==> src/rtl/dll_fc_init_gen.sv <==
// VC0 InitFC1/InitFC2 flow-control initialisation engine (P, NP, Cpl) for the DLCMSM.
// Define DLL_FC_INIT_RESEND_EN to enable periodic resend of each InitFC sequence.
module dll_fc_init_gen #(
    parameter logic [7:0]  HDR_CREDITS   = 8'd32,
    parameter logic [11:0] DATA_CREDITS  = 12'd256,
    parameter int          RESEND_CYCLES = 1024
) (
    input  logic        clk,
    input  logic        rst_n,
    input  logic [1:0]  dl_state_i,
    input  logic        link_up_i,
    input  logic        rx_dllp_valid_i,
    input  logic [31:0] rx_dllp_i,
    output logic        tx_dllp_valid_o,
    output logic [31:0] tx_dllp_o,
    input  logic        tx_dllp_ready_i,
    output logic        init1_end_o,
    output logic        init2_end_o,
    output logic [7:0]  fc_p_hdr_o,
    output logic [7:0]  fc_np_hdr_o,
    output logic [7:0]  fc_cpl_hdr_o,
    output logic [11:0] fc_p_data_o,
    output logic [11:0] fc_np_data_o,
    output logic [11:0] fc_cpl_data_o
);

    typedef enum logic [2:0] {
        IDLE    = 3'd0,
        I1_SEND = 3'd1,
        I1_WAIT = 3'd2,
        I1_DONE = 3'd3,
        I2_SEND = 3'd4,
        I2_WAIT = 3'd5,
        DONE    = 3'd6
    } state_e;

    localparam logic [1:0] DL_INACTIVE = 2'd0;
    localparam logic [1:0] DL_INIT1    = 2'd1;
    localparam logic [1:0] DL_INIT2    = 2'd2;

    if (RESEND_CYCLES < 4) begin : g_bad_resend
        $error("RESEND_CYCLES must be at least 4");
    end

    state_e            state_q, state_d;
    logic [1:0]        idx_q, idx_d;
    logic              seq1_q, seq1_d, seq2_q, seq2_d;
    logic [2:0]        flag_q, flag_d;
    logic              fc2_seen_q, fc2_seen_d;
    logic [2:0][7:0]   hdr_q, hdr_d;
    logic [2:0][11:0]  data_q, data_d;
    logic              tx_valid_q, tx_valid_d;
    logic [31:0]       tx_dllp_q, tx_dllp_d;
    logic              init1_end_q, init1_end_d;
    logic              init2_end_q, init2_end_d;

    logic       abort, accept, done1, done2, resend_hit;
    logic       in_init1, in_init2;
    logic [7:0] rx_type;
    logic [1:0] rx_fc;
    logic       rx_ok, rx_init1, rx_init2, rx_upd;
    logic       unused_rx;

    assign abort    = !link_up_i || (dl_state_i == DL_INACTIVE);
    assign accept   = tx_valid_q && tx_dllp_ready_i;
    assign done1    = (&flag_q) && seq1_q;
    assign done2    = fc2_seen_q && seq2_q;
    assign in_init1 = (state_q == I1_SEND) || (state_q == I1_WAIT);
    assign in_init2 = (state_q == I2_SEND) || (state_q == I2_WAIT);

    // Type byte: [7:6] kind (01 InitFC1, 11 InitFC2, 10 UpdateFC), [5:4] P/NP/Cpl, [3:0] VC0.
    assign rx_type   = rx_dllp_i[31:24];
    assign rx_fc     = rx_type[5:4];
    assign rx_ok     = rx_dllp_valid_i && (rx_type[3:0] == 4'h0) && (rx_fc != 2'b11);
    assign rx_init1  = rx_ok && (rx_type[7:6] == 2'b01);
    assign rx_init2  = rx_ok && (rx_type[7:6] == 2'b11);
    assign rx_upd    = rx_ok && (rx_type[7:6] == 2'b10);
    assign unused_rx = ^{rx_dllp_i[23:22], rx_dllp_i[13:12]};

    always_comb begin
        state_d = state_q;
        idx_d   = idx_q;
        case (state_q)
            IDLE: begin
                if (dl_state_i == DL_INIT1) begin
                    state_d = I1_SEND;
                    idx_d   = 2'd0;
                end
            end
            I1_SEND, I2_SEND: begin
                if (accept) begin
                    if (idx_q == 2'd2) begin
                        state_d = (state_q == I1_SEND) ? I1_WAIT : I2_WAIT;
                        idx_d   = 2'd0;
                    end else begin
                        idx_d = idx_q + 2'd1;
                    end
                end
            end
            I1_WAIT: begin
                if (done1) begin
                    state_d = I1_DONE;
                end else if (resend_hit) begin
                    state_d = I1_SEND;
                    idx_d   = 2'd0;
                end
            end
            I1_DONE: begin
                if (dl_state_i == DL_INIT2) begin
                    state_d = I2_SEND;
                    idx_d   = 2'd0;
                end
            end
            I2_WAIT: begin
                if (done2) begin
                    state_d = DONE;
                end else if (resend_hit) begin
                    state_d = I2_SEND;
                    idx_d   = 2'd0;
                end
            end
            DONE:    state_d = DONE;
            default: state_d = IDLE;
        endcase
        if (abort) begin
            state_d = IDLE;
            idx_d   = 2'd0;
        end
    end

`ifdef DLL_FC_INIT_RESEND_EN
    localparam int CNT_W = (RESEND_CYCLES > 1) ? $clog2(RESEND_CYCLES) : 1;
    logic [CNT_W-1:0] cnt_q, cnt_d;

    assign resend_hit = (cnt_q == CNT_W'(RESEND_CYCLES - 1));

    // Counts idle cycles only while parked in a WAIT state; any exit restarts it.
    always_comb begin
        cnt_d = '0;
        if (((state_q == I1_WAIT) || (state_q == I2_WAIT)) && (state_d == state_q))
            cnt_d = cnt_q + CNT_W'(1);
    end

    always_ff @(posedge clk) begin
        if (!rst_n) cnt_q <= '0;
        else        cnt_q <= cnt_d;
    end
`else
    assign resend_hit = 1'b0;
`endif

    // Outputs are computed from the next state so every output is a plain register.
    always_comb begin
        tx_valid_d = (state_d == I1_SEND) || (state_d == I2_SEND);
        tx_dllp_d  = '0;
        if (tx_valid_d)
            tx_dllp_d = {((state_d == I2_SEND) ? 2'b11 : 2'b01), idx_d, 4'h0,
                         2'b00, HDR_CREDITS, 2'b00, DATA_CREDITS};
        init1_end_d = (state_q == I1_WAIT) && (state_d == I1_DONE);
        init2_end_d = (state_q == I2_WAIT) && (state_d == DONE);
        seq1_d      = seq1_q || ((state_q == I1_SEND) && accept && (idx_q == 2'd2));
        seq2_d      = seq2_q || ((state_q == I2_SEND) && accept && (idx_q == 2'd2));
        flag_d      = flag_q;
        hdr_d       = hdr_q;
        data_d      = data_q;
        fc2_seen_d  = fc2_seen_q;
        if (in_init1 && (rx_init1 || rx_init2)) begin
            flag_d[rx_fc] = 1'b1;
            if (!flag_q[rx_fc]) begin
                hdr_d[rx_fc]  = rx_dllp_i[21:14];
                data_d[rx_fc] = rx_dllp_i[11:0];
            end
        end
        if (in_init2 && (rx_init2 || rx_upd))
            fc2_seen_d = 1'b1;
        if (abort) begin
            tx_valid_d  = 1'b0;
            tx_dllp_d   = '0;
            init1_end_d = 1'b0;
            init2_end_d = 1'b0;
            seq1_d      = 1'b0;
            seq2_d      = 1'b0;
            flag_d      = '0;
            hdr_d       = '0;
            data_d      = '0;
            fc2_seen_d  = 1'b0;
        end
    end

    always_ff @(posedge clk) begin
        if (!rst_n) begin
            state_q     <= IDLE;
            idx_q       <= 2'd0;
            seq1_q      <= 1'b0;
            seq2_q      <= 1'b0;
            flag_q      <= '0;
            fc2_seen_q  <= 1'b0;
            hdr_q       <= '0;
            data_q      <= '0;
            tx_valid_q  <= 1'b0;
            tx_dllp_q   <= '0;
            init1_end_q <= 1'b0;
            init2_end_q <= 1'b0;
        end else begin
            state_q     <= state_d;
            idx_q       <= idx_d;
            seq1_q      <= seq1_d;
            seq2_q      <= seq2_d;
            flag_q      <= flag_d;
            fc2_seen_q  <= fc2_seen_d;
            hdr_q       <= hdr_d;
            data_q      <= data_d;
            tx_valid_q  <= tx_valid_d;
            tx_dllp_q   <= tx_dllp_d;
            init1_end_q <= init1_end_d;
            init2_end_q <= init2_end_d;
        end
    end

    assign tx_dllp_valid_o = tx_valid_q;
    assign tx_dllp_o       = tx_dllp_q;
    assign init1_end_o     = init1_end_q;
    assign init2_end_o     = init2_end_q;
    assign fc_p_hdr_o      = hdr_q[0];
    assign fc_np_hdr_o     = hdr_q[1];
    assign fc_cpl_hdr_o    = hdr_q[2];
    assign fc_p_data_o     = data_q[0];
    assign fc_np_data_o    = data_q[1];
    assign fc_cpl_data_o   = data_q[2];

endmodule

==> config.mk <==
export PLATFORM = sky130hd
export DESIGN_NAME = dll_fc_init_gen
export DESIGN_NICKNAME = d
export VERILOG_FILES = /design/src/rtl/dll_fc_init_gen.sv
export SDC_FILE = /design/constraint.sdc
export NUM_CORES = 1
export LEC_CHECK = 0
export ABC_CLOCK_PERIOD_IN_PS = 3200
export BUFFER_PORTS_ARGS = -buffer_cell sky130_fd_sc_hd__buf_4
export CORE_MARGIN = 2
export CORE_UTILIZATION = 40
export DETAILED_ROUTE_END_ITERATION = 7
export HOLD_SLACK_MARGIN = 0.05
export PLACE_DENSITY_LB_ADDON = 0.25
export SLEW_MARGIN = 20
export SYNTH_ARGS = -nofsm -noshare
export SYNTH_HDL_FRONTEND = slang
export SYNTH_SLANG_ARGS = --single-unit
==> constraint.sdc <==
create_clock -name clk -period 3.2 [get_ports clk]
set_input_delay 0 -clock clk [delete_from_list [all_inputs] [get_ports clk]]
set_output_delay 0 -clock clk [all_outputs]
set_load 0.05 [all_outputs]
After elaboration in Yosys (flattened, before gate mapping)
Index checks and enable logic that the tools add are counted.

Mux-type cells: 27. Eq/ne operators: 17. Magnitude comparators: 2. Add/sub/neg operators: 1. Bitwise operators: 4. Reductions and logical operators: 34.

Operator list (count): $bwmux 36 (1); $bwmux 24 (1); $demux 12 s2 (1); $mux 3 (8); $mux 20 (1); $pmux 3 s6 (1); $logic_and 1x1->1 (17); $demux 8 s2 (1); $eq 3x3->1 const B (5); $mux 12 (1); $mux 2 (6); $eq 3x2->1 const B (3); $eq 2x2->1 const B (4); $logic_or 1x1->1 (8); $mux 8 (1); $eq 3x1->1 const B (2); $pmux 2 s3 (1); $eq 2x1->1 const B (2); $logic_not 4->1 (1); $reduce_or 2->1 (2); $logic_not 3->1 (1); $lt 2x3->1 const B (1); $not 1->1 (3); $or 3x3->3 (1); other kinds (11) (12).

Word-level logic and storage cells: 102. Register bits after elaboration: 106. Output and inout port bits: 95. Bits of input ports: 39.

Depth between registers and ports, before layout
Gate-level depths: netlist of run 1.

Word-level depth: 10. Gate-level depth with buffers: 7. Gate-level depth less buffers: 5.

Least setup slack after synthesis of run 1
No wires, ideal clock.

Kind: flip-flop to flip-flop. Start point: reg, netlist name tx_dllp_o[8]. End point: reg tx_dllp_q[28] (netlist: tx_dllp_o[28]). Stages on the path, launching flop included: 6. Data arrival time: 1.767 ns. Setup time: 0.076 ns. Setup slack: 1.357 ns. Period minus slack after synthesis: 1.843 ns. Path buffers: 0. Data required time: 3.124 ns. Path through: dfxtp_1 -> nand4b_1 -> mux2i_1 -> o21ai_0 -> or3b_1 -> a21boi_0.

RTL lines: end signal, assigned (line 214) `tx_dllp_q <= tx_dllp_d;`; end, declared (line 53) `logic [31:0] tx_dllp_q, tx_dllp_d;`.

Worst setup path after layout of run 1
Start point: reg state_q[1]. End point: reg hdr_q (netlist bit fc_cpl_hdr_o[4]).

Longest elaborated chain between the ends: 4. Elaborated cells between the ends (all ways): 5. Those cells by class: 2 x eq/ne; 3 x reduce/logical.

Ends and longest elaborated chain: start, declared (line 45) `state_e state_q, state_d;`; start signal, assigned (line 205) `state_q <= state_d;`; $eq 3x1->1 or $eq 3x2->1 (tied branches) (line 68) `assign in_init1 = (state_q == I1_SEND) || (state_q == I1_WAIT);`; $logic_or 1x1->1 (*) (line 68); $logic_and 1x1->1 (*) (line 167) `if (in_init1 && (rx_init1 || rx_init2)) begin`; $reduce_and 2->1 (no source line) (*); end signal, assigned (line 211) `hdr_q <= hdr_d;`; end, declared (line 50) `logic [2:0][7:0] hdr_q, hdr_d;`.

Every way passes the cells marked *; elsewhere a longest branch is shown, timed or not. A chain may end at the register's enable or synchronous reset.

==> results of run 1 <==
-- worst register-to-register path, cell delays in order (launching register included) --
cell	delay (ns)
dfxtp_1	0.64
xor2_1	0.18
nand4_1	0.27
or4b_1	0.95
nand2_1	0.19
a21oi_1	0.08
-- cell families (layout without fill, tap and decap cells) --
| group | after synthesis | after routing | share of synthesized area, % |
|---|---|---|---|
| and+or+nand+nor | 154 | 154 | 21.7 |
| DFF | 78 | 78 | 49.3 |
| other | 1 | 26 | 0.118 |
| buffers and inverters | 53 | 153 | 10.2 |
| muxes | 21 | 21 | 6.64 |
| AOI/OAI and AO/OA | 63 | 63 | 11.5 |
| xor gates and xnor gates | 2 | 2 | 0.553 |
-- placed cells by master, fill, tap and decap left out, drive strengths merged, types with 4 or more instances in the layout --
master and count:
a21oi 45, buf 109, clkbuf 9, conb 26
dfxtp 78, dlygate4sd3 26, inv 5, mux2i 21
nand2 84, nand2b 4, nor2 38, nor4 5
-- path summary, 6_finish.rpt --
kind / to / slack, ns / depth (start not counted) / from
setup / recovery: fc_cpl_hdr_o[4] / 0.74 / 5 / state_q[1]
hold / removal: idx_q[1] / 0.1 / 3 / dl_state_i[0]
setup reg to reg: fc_cpl_hdr_o[4] / 0.74 / 5 / state_q[1]
hold reg to reg: fc_cpl_hdr_o[2] / 0.46 / 2 / fc_cpl_hdr_o[2]
-- area by class of cell --
cell class	instances	area share (%)
clock buffer	9	2.84
timing repair buffer	135	24.8
inverter	2	0.172
clock inverter	7	1.32
tap	102	2.93
multi-input combinational	266	32.1
sequential	78	35.9
-- stage by stage --
step / utilization, % / hold WS, ns
finish: 56.7 / 0.0978
global placement: 50.9 / 0.257
CTS: 56.7 / 0.0780
global route: 56.7 / 0.129
floorplan: - / 0.136
detailed placement: 50.9 / 0.265
-- routing by layer --
| metal | share of wire (%) | global-route usage, % | up-vias | wire length (µm) |
|---|---|---|---|---|
| met2 | 49 | 31.2 | 107 | 3840 |
| met1 | 44 | 23.6 | 1303 | 3430 |
| li1 | - | - | 1427 | - |
| met5 | 0 | 0 | - | 0 |
| met4 | 0.69 | 6.86 | 0 | 54 |
| met3 | 6.5 | 3.30 | 4 | 505 |
-- where the power goes --
group | switching [mW] | internal (mW) | leakage, nW
sequential | 0.000523 | 0.970 | 0.628
combinational | 0.117 | 0.0572 | 1.01
clock | 0.384 | 0.292 | 0.0881
total | 0.501 | 1.32 | 1.72
-- flip-flops by register name (all words and copies together) (netlist names), 5 cells and up --
| name | count |
|---|---|
| fc_cpl_data_o | 12 |
| fc_cpl_hdr_o | 8 |
| fc_np_data_o | 12 |
| fc_np_hdr_o | 8 |
| fc_p_data_o | 12 |
| fc_p_hdr_o | 8 |
| tx_dllp_o | 5 |
-- what timing repair did --
item	in CTS	in global routing
setup endpoints to repair	0	0
gates resized for setup	0	0
hold buffers	26	0
hold endpoints to repair	67	0
-- synth_stat cells, types with 2 or more instances --
cell type  instances
nor2_1            38
inv_1              2
buf_2              9
dfxtp_1           78
nor3b_1            2
clkbuf_1          12
a31oi_1            2
nand2b_1           4
nand4_1            3
a21boi_0           3
nor3_1             2
and3_1             3
buf_4             30
o211ai_1           2
nand2_1           84
o211a_1            2
nand3_1            2
mux2i_1           21
nor4_1             4
a21oi_1           45
==> flow_metrics.py, run 1 <==
metrics = {
    "status": {
        "status": "finished, final reports clean",
    },
    "placed_design": {
        "port_buffers": 103,
        "dp_hpwl_um": 5110,
        "place.gp.congestion": 0.761,
        "dp.cells": 557,
        "dp_slack_ns": 0.751,
        "placed_area_um2": 3910,
    },
    "cts": {
        "cts_tree": "yes",
        "clk_pin_slew_ns": 0.08,
        "h-tree-depth": 3,
        "cts_inserted_buffers": 9,
        "cts.sink_count": 78,
        "clk_latency_ns": 0.34,
        "postCtsSetupBuffers": 0,
        "clockBufferDepth": 2,
        "root_buffer": "clkbuf_8",
    },
    "route": {
        "ant_nets": 0,
        "wl_per_cell_um": 13.1,
        "avgViaCountPerCell": 4.74,
        "drtIter0Drc": 96,
        "wl_um": 7830,
        "dr_total_vias": 2841,
        "drt_first_pass_iters": 4,
        "drc": 0,
    },
    "floorplanning": {
        "dieArea_um2": 8650,
        "rows": 32,
        "initial_utilization_pct": 41.2,
        "die_h_um": 93.0,
        "die_x_um": 93.0,
        "ios": 134,
        "coreArea_um2": 7690,
    },
    "timing": {
        "timing.final.crit_share_pct": 76.9,
        "report.final.setup_viol": 0,
        "relSlewSlack_pct": 46.4,
        "setup_tns_ns": 0,
        "worst_slew_pin_slew_ns": 0.804,
        "rsz0062_at_grt": "no",
        "slew_viol_final": 0,
        "clock_skew_ns": 0.00770,
        "post-route-min-period_ns": 2.46,
        "max_freq_ghz": 0.406,
        "finalHoldViolations": 0,
        "setup_ws_ns": 0.740,
    },
    "worst_setup_path": {
        "cp-end-kind": "flop",
        "crit_path_cell_trace": "xor2_1 > nand4_1 > or4b_1 > nand2_1 > a21oi_1",
        "cp-start-kind": "flop",
        "crit_required_ns": 3.39,
        "worst-path-buf-inv": 0,
        "critPathMaxFanout": 20,
        "slowest_delay_ns": 0.95,
        "crit_family": "simple AND/OR/NAND/NOR gates",
        "critical_path_class": "flop to flop",
        "cp.arrival_ns": 2.65,
        "critical-path-slowest-cell": "or4b_1",
    },
    "synth": {
        "ys_seq_area_share_pct": 49.3,
        "synth_edf_count": 0,
        "ys_types": 44,
        "ys.flop_type": "dfxtp_1",
        "yosys.area.top_type_share_pct": 49.3,
        "synth_area_leaders": "dfxtp_1 (49%), nand2_1 (10%), a21oi_1 (7.1%)",
        "syn_inst": 372,
        "ys_async_sr_fraction_pct": 0,
        "syn_avg_cell_area_um2": 8.52,
        "yosys_warnings": 0,
        "yosysTopAreaCell": "dfxtp_1",
        "ys_ff_latch": 78,
        "netlist_area_um2": 3170,
    },
    "final_layout": {
        "areaGrowthSynthToFinish_pct": 37.5,
        "regArea_um2": 1560,
        "num_antenna_cells": 0,
        "drive_gt1_share_pct": 26.4,
        "multi_input_area_um2": 1400,
        "final_area_um2": 4360,
        "final_cells": 599,
        "fin_nets": 531,
        "fill_cells": 727,
    },
    "power": {
        "totalPowerFinal_mw": 1.82,
        "leakagePower_nw": 1.72,
        "power_density_nw_per_um2": 418,
        "peakVddDrop_mv": 0.260,
    },
    "global_route": {
        "overflow": 0,
        "grt_max_degree": 73,
        "antenna_found_initial": 0,
        "grt_pass1_vias": 2647,
        "grt_pass1_wl_um": 12800,
        "grtUsageTotal_pct": 18.5,
    },
    "worst_hold_path": {
        "min_path_type": "input pin to flop",
    },
    "run": {
        "drv_cap": 0,
    },
}
(Power assumes the default switching activity.)
==> inputs of run 2 (changes only) <==
--- a/config.mk
+++ b/config.mk
@@ -5,7 +5,7 @@
 export SDC_FILE = /design/constraint.sdc
 export NUM_CORES = 1
 export LEC_CHECK = 0
-export ABC_CLOCK_PERIOD_IN_PS = 3200
+export ABC_CLOCK_PERIOD_IN_PS = 2200
 export BUFFER_PORTS_ARGS = -buffer_cell sky130_fd_sc_hd__buf_4
 export CORE_MARGIN = 2
 export CORE_UTILIZATION = 40
==> constraint.sdc (replaced) <==
create_clock -name clk -period 2.2 [get_ports clk]
set_input_delay 0 -clock clk [delete_from_list [all_inputs] [get_ports clk]]
set_output_delay 0 -clock clk [all_outputs]
set_load 0.05 [all_outputs]
==> run 2 against run 1 <==
Routed wire length fell by 1.7%. Clock skew rose by 0.0019 ns. Critical path type unchanged. Critical path depth did not move. Sequential cell count did not move. Cell area rose by 2.3%. Largest cell class unchanged. Highest routed layer unchanged. Sequential share of layout area fell by 0.81 points.
==> flow_metrics.py, run 2 (synthesis results as in run 1) <==
metrics = {
    "final_layout": {
        "num_antenna_cells": 0,
        "drive_gt1_share_pct": 27.0,
        "fill_cells": 723,
        "areaGrowthSynthToFinish_pct": 40.6,
        "fin_nets": 537,
        "most-common-layout-cells": "buf_4 (114), nand2_1 (84), dfxtp_1 (78), a21oi_1 (45), nor2_1 (38)",
        "final_common_cell": "buf_4",
    },
    "global_route": {
        "grt_pass1_wl_um": 12500,
        "overflow": 0,
        "grtUsageTotal_pct": 18.1,
        "antenna_found_initial": 0,
        "grt_max_degree": 73,
        "grt_pass1_vias": 2690,
    },
    "timing": {
        "setup_tns_ns": 0,
        "slew_viol_final": 0,
        "timing.final.crit_share_pct": 81.6,
        "rsz0062_at_grt": "no",
        "finalHoldViolations": 0,
        "post-route-min-period_ns": 1.80,
        "holdWs_ns": 0.0810,
        "max_freq_ghz": 0.557,
        "clock_skew_ns": 0.00963,
        "report.final.setup_viol": 0,
        "setup_ws_ns": 0.405,
    },
    "route": {
        "wl_um": 7690,
        "drtIter0Drc": 91,
        "ant_nets": 0,
        "drc": 0,
        "drt_first_pass_iters": 4,
        "wl_per_cell_um": 12.7,
        "dr_total_vias": 2813,
        "avgViaCountPerCell": 4.65,
    },
    "cts": {
        "cts.sink_count": 78,
        "ctsResizeCount": 0,
        "cts_inserted_buffers": 9,
        "postCtsHoldBufs": 26,
        "clk_latency_ns": 0.34,
        "h-tree-depth": 3,
        "postCtsSetupBuffers": 0,
        "clockBufferDepth": 2,
        "root_buffer": "clkbuf_8",
        "clk_pin_slew_ns": 0.08,
        "cts_tree": "yes",
    },
    "worst_setup_path": {
        "crit_path_start": "state_q[0]",
        "critical_path_class": "flop to flop",
        "crit_family": "compound AO/OA/AOI/OAI gates",
        "crit_path_cell_trace": "buf_4 > a21bo_2 > a211oi_1 > or3b_1 > a21boi_0",
        "critical-path-slowest-cell": "or3b_1",
        "worst-path-buf-inv": 1,
        "reg2reg_depth": 5,
        "cp-start-kind": "flop",
        "crit_required_ns": 2.46,
        "critPathMaxFanout": 15,
        "cp.arrival_ns": 2.06,
        "regToRegEndpoint": "tx_dllp_o[28]",
        "r2r-start": "state_q[0]",
        "rrSetupSlack_ns": 0.40,
        "slowest_delay_ns": 0.47,
        "cp-end-kind": "flop",
    },
    "floorplanning": {
        "die_h_um": 93.0,
        "rows": 32,
        "dieArea_um2": 8650,
        "die_x_um": 93.0,
        "ios": 134,
        "initial_utilization_pct": 41.2,
        "coreArea_um2": 7690,
    },
    "placed_design": {
        "port_buffers": 103,
        "place.gp.congestion": 0.783,
        "dp_slack_ns": 0.430,
        "dp_hpwl_um": 5110,
    },
    "power": {
        "leakagePower_nw": 1.77,
        "peakVddDrop_mv": 0.450,
        "power_density_nw_per_um2": 638,
    },
    "worst_hold_path": {
        "hold_end": "idx_q[1]",
        "holdPathStages": 3,
        "hp-start": "link_up_i",
        "min_path_type": "input pin to flop",
    },
    "status": {
        "status": "finished, final reports clean",
    },
    "run": {
        "drv_cap": 0,
    },
}
-- run 2: cell count changes in the layout (fill, tap and decap cells not counted) --
cell        change
inv_8           -1
bufinv_16       +2
clkinvlp_4      +1
clkbuf_8        +1
buf_4           +5
buf_12          +1
clkinv_4        -1
clkbuf_1        +1
clkinv_2        -1
inv_6           -2
-- run 2: worst max-delay path by stage --
stage                     to  slack (ns)  cells past startpoint
2_1_floorplan  tx_dllp_o[28]        0.36                      5
3_3_place_gp   tx_dllp_o[29]        0.45                      5
3_5_place_dp   tx_dllp_o[29]        0.43                      5
4_1_cts        tx_dllp_o[28]        0.38                      5
5_1_grt        tx_dllp_o[28]        0.25                      5
6_report       tx_dllp_o[28]        0.40                      5
-- run 2: layer usage --
metal,part of all wire (%),track usage (%)
met4,1.6,6.86
met1,43,21.7
met3,6.2,3.79
met5,0,0
met2,49,31.8
-- run 2: layout make-up --
type / instances / area (µm²) / share of cell area (%)
clock buffers: 11 / 141 / 3.17
clock inverters: 5 / 82.6 / 1.85
inverters: 2 / 7.51 / 0.168
multi-input cells: 266 / 1400 / 31.4
flip-flops and latches: 78 / 1560 / 35.0
well taps: 102 / 128 / 2.86
repair buffers: 141 / 1140 / 25.5
-- run 2: power by group --
group / switching (mW) / internal (mW) / total, mW
clock: 0.505 / 0.670 / 1.18
combinational: 0.170 / 0.0847 / 0.254
sequential: 0.000788 / 1.41 / 1.41
total: 0.675 / 2.17 / 2.84
-- run 2: stage by stage --
step / utilization (%) / instances / power (mW) / instance area, µm²
3_3_place_gp: 51.7 / 563 / 1.66 / 3970
5_1_grt: 58.0 / 605 / 2.96 / 4460
2_1_floorplan: - / 397 / 1.62 / 3260
4_1_cts: 58.0 / 605 / 2.88 / 4460
3_5_place_dp: 51.7 / 563 / 1.66 / 3970
6_report: 58.0 / 605 / 2.84 / 4460
-- run 2: worst register-to-register path, cell delays in order, from the launching register on --
cell,delay [ns]
dfxtp_1,0.35
buf_4,0.20
a21bo_2,0.24
a211oi_1,0.27
or3b_1,0.47
a21boi_0,0.19
==> inputs of run 3 (changes only) <==
--- a/config.mk
+++ b/config.mk
@@ -5,7 +5,7 @@
 export SDC_FILE = /design/constraint.sdc
 export NUM_CORES = 1
 export LEC_CHECK = 0
-export ABC_CLOCK_PERIOD_IN_PS = 2200
+export ABC_CLOCK_PERIOD_IN_PS = 1700
 export BUFFER_PORTS_ARGS = -buffer_cell sky130_fd_sc_hd__buf_4
 export CORE_MARGIN = 2
 export CORE_UTILIZATION = 40
==> constraint.sdc (replaced) <==
create_clock -name clk -period 1.7 [get_ports clk]
set_input_delay 0 -clock clk [delete_from_list [all_inputs] [get_ports clk]]
set_output_delay 0 -clock clk [all_outputs]
set_load 0.05 [all_outputs]
==> run 3 against run 2 <==
The flow now finishes with violations (negative setup slack). Non-clock buffer count grew 20. Count of clock-buffer cells in the layout shrank 1. Critical endpoint is now fc_cpl_data_o[1]. Clock power grew 21%. Highest routed layer unchanged. Combinational power grew 33%. Register-to-register slack lost 0.49 ns. Critical path type unchanged. Power grew 27%. Worst hold slack lost 0.0052 ns. Worst setup slack lost 0.49 ns. Global-route usage grew 1.3 points. Fmax grew 0.77%.
==> flow_metrics.py, run 3 (synthesis results as in run 1) <==
metrics = {
    "placed_design": {
        "dp_slack_ns": -0.118,
        "place.gp.congestion": 0.836,
        "port_buffers": 103,
        "dp_hpwl_um": 5640,
    },
    "worst_setup_path": {
        "cp-start-kind": "flop",
        "critical-path-slowest-cell": "or4b_4",
        "cp.arrival_ns": 2.01,
        "worst-path-buf-inv": 2,
        "crit_path_cell_trace": "xor2_1 > nand4_1 > buf_4 > or4b_4 > clkbuf_16 > nand2_1 > a21oi_1",
        "regToRegEndpoint": "fc_cpl_data_o[1]",
        "cp-end-kind": "flop",
        "slowest_delay_ns": 0.53,
        "r2r-start": "state_q[0]",
        "reg2reg_depth": 7,
        "critical_path_class": "flop to flop",
        "crit_required_ns": 1.93,
        "rrSetupSlack_ns": -0.08,
        "critPathMaxFanout": 5,
        "crit_family": "simple AND/OR/NAND/NOR gates",
    },
    "power": {
        "leakagePower_nw": 1.93,
        "totalPowerFinal_mw": 3.60,
        "power_density_nw_per_um2": 752,
        "peakVddDrop_mv": 0.468,
    },
    "route": {
        "wl_um": 8840,
        "ant_nets": 0,
        "drt_first_pass_iters": 4,
        "dr_total_vias": 2976,
        "drtIter0Drc": 102,
        "wl_per_cell_um": 14.1,
        "avgViaCountPerCell": 4.76,
        "drc": 0,
    },
    "worst_hold_path": {
        "hold_end": "idx_q[0]",
        "hp-start": "link_up_i",
        "min_path_type": "input pin to flop",
        "holdPathStages": 3,
    },
    "final_layout": {
        "fin_nets": 557,
        "drive_gt1_share_pct": 35.0,
        "most-common-layout-cells": "buf_4 (124), nand2_1 (75), dfxtp_1 (73), a21oi_1 (44), nor2_1 (37)",
        "areaGrowthSynthToFinish_pct": 51.1,
        "final_common_cell": "buf_4",
        "num_antenna_cells": 0,
    },
    "timing": {
        "rsz0062_at_grt": "yes",
        "max_freq_ghz": 0.561,
        "report.final.setup_viol": 48,
        "post-route-min-period_ns": 1.78,
        "setup_ws_ns": -0.0814,
        "timing.final.crit_share_pct": 105,
        "slew_viol_final": 0,
        "finalHoldViolations": 0,
        "clock_skew_ns": 0.0113,
        "setup_tns_ns": -1.78,
    },
    "run": {
        "drv_cap": 0,
    },
    "global_route": {
        "overflow": 0,
        "antenna_found_initial": 0,
        "grt_util_met1_pct": 22.0,
        "busiest_layer": "met2",
        "met3_usage_pct": 5.00,
        "met2_usage_pct": 35.1,
        "grtUsageTotal_pct": 19.4,
        "grt_max_degree": 73,
        "grt_pass1_wl_um": 13200,
        "grt_pass1_vias": 2817,
    },
    "floorplanning": {
        "die_x_um": 93.0,
        "coreArea_um2": 7690,
        "die_h_um": 93.0,
        "initial_utilization_pct": 41.2,
        "ios": 134,
        "dieArea_um2": 8650,
        "rows": 32,
    },
    "cts": {
        "clk_latency_ns": 0.35,
        "clk_pin_slew_ns": 0.08,
        "cts_inserted_buffers": 9,
        "h-tree-depth": 3,
        "clockBufferDepth": 2,
        "cts.sink_count": 78,
        "root_buffer": "clkbuf_8",
        "cts_tree": "yes",
    },
    "status": {
        "status": "finished with violations",
        "violations": "negative setup slack",
    },
}
## run 3: changes by cell type in the layout (fill, tap and decap cells not counted), sizes merged
cell	delta
inv	+1
bufinv	-1
clkbuf	+2
clkinv	+3
clkinvlp	-2
buf	+17
## run 3: worst max path at each step
stage	startpoint	endpoint	slack (ns)	depth (start not counted)
floorplan	state_q[0]	fc_cpl_data_o[0]	-0.06	7
global route	state_q[1]	fc_np_data_o[5]	-0.17	8
global placement	rx_dllp_i[25]	fc_np_hdr_o[2]	-0.02	8
finish	state_q[0]	fc_cpl_data_o[1]	-0.08	7
CTS	state_q[0]	fc_np_data_o[8]	-0.13	8
detailed placement	state_q[0]	fc_np_data_o[0]	-0.12	7
## run 3: layout make-up
class,count,area (µm²)
Inverter,2,7.51
Fill cell,684,2900
Clock inverter,6,68.8
Timing Repair Buffer,161,1380
Multi-Input combinational cell,266,1500
Sequential cell,78,1570
Tap cell,102,128
Clock buffer,10,138
## run 3: repair_timing
item                                    CTS  global route
buffers inserted                          4             1
pin swaps                                 4            18
endpoints found under the hold margin    67             0
endpoints found under the setup margin   42            67
gates cloned                              1             4
gates resized for setup                  14            30
hold buffers                             26             0
## run 3: per-stage QoR
stage          instance area (µm²)  utilization, %  hold WS [ns]  cells
2_1_floorplan                 3270               -         0.136    397
3_3_place_gp                  4060            52.8         0.255    573
3_5_place_dp                  4060            52.8         0.264    573
4_1_cts                       4630            60.2        0.0550    620
5_1_grt                       4790            62.3        0.0746    625
6_report                      4790            62.3        0.0757    625
## run 3: worst min-delay path: stages
cell     delay (ns)
buf_4          0.12
o211a_1        0.14
o211a_1        0.12
## run 3: per-layer routing
| layer | wire (µm) | vias up | part of all wire [%] |
|---|---|---|---|
| li1 | - | 1483 | - |
| met1 | 3420 | 1381 | 39 |
| met2 | 4680 | 103 | 53 |
| met3 | 629 | 9 | 7.1 |
| met4 | 114 | 0 | 1.3 |
| met5 | 0 | - | 0 |
## run 3: power breakdown
| group | internal [mW] | switching, mW | leakage [nW] |
|---|---|---|---|
| Sequential | 1.83 | 0.000978 | 0.630 |
| Combinational | 0.115 | 0.225 | 1.19 |
| Clock | 0.726 | 0.709 | 0.103 |
| Total | 2.67 | 0.934 | 1.93 |
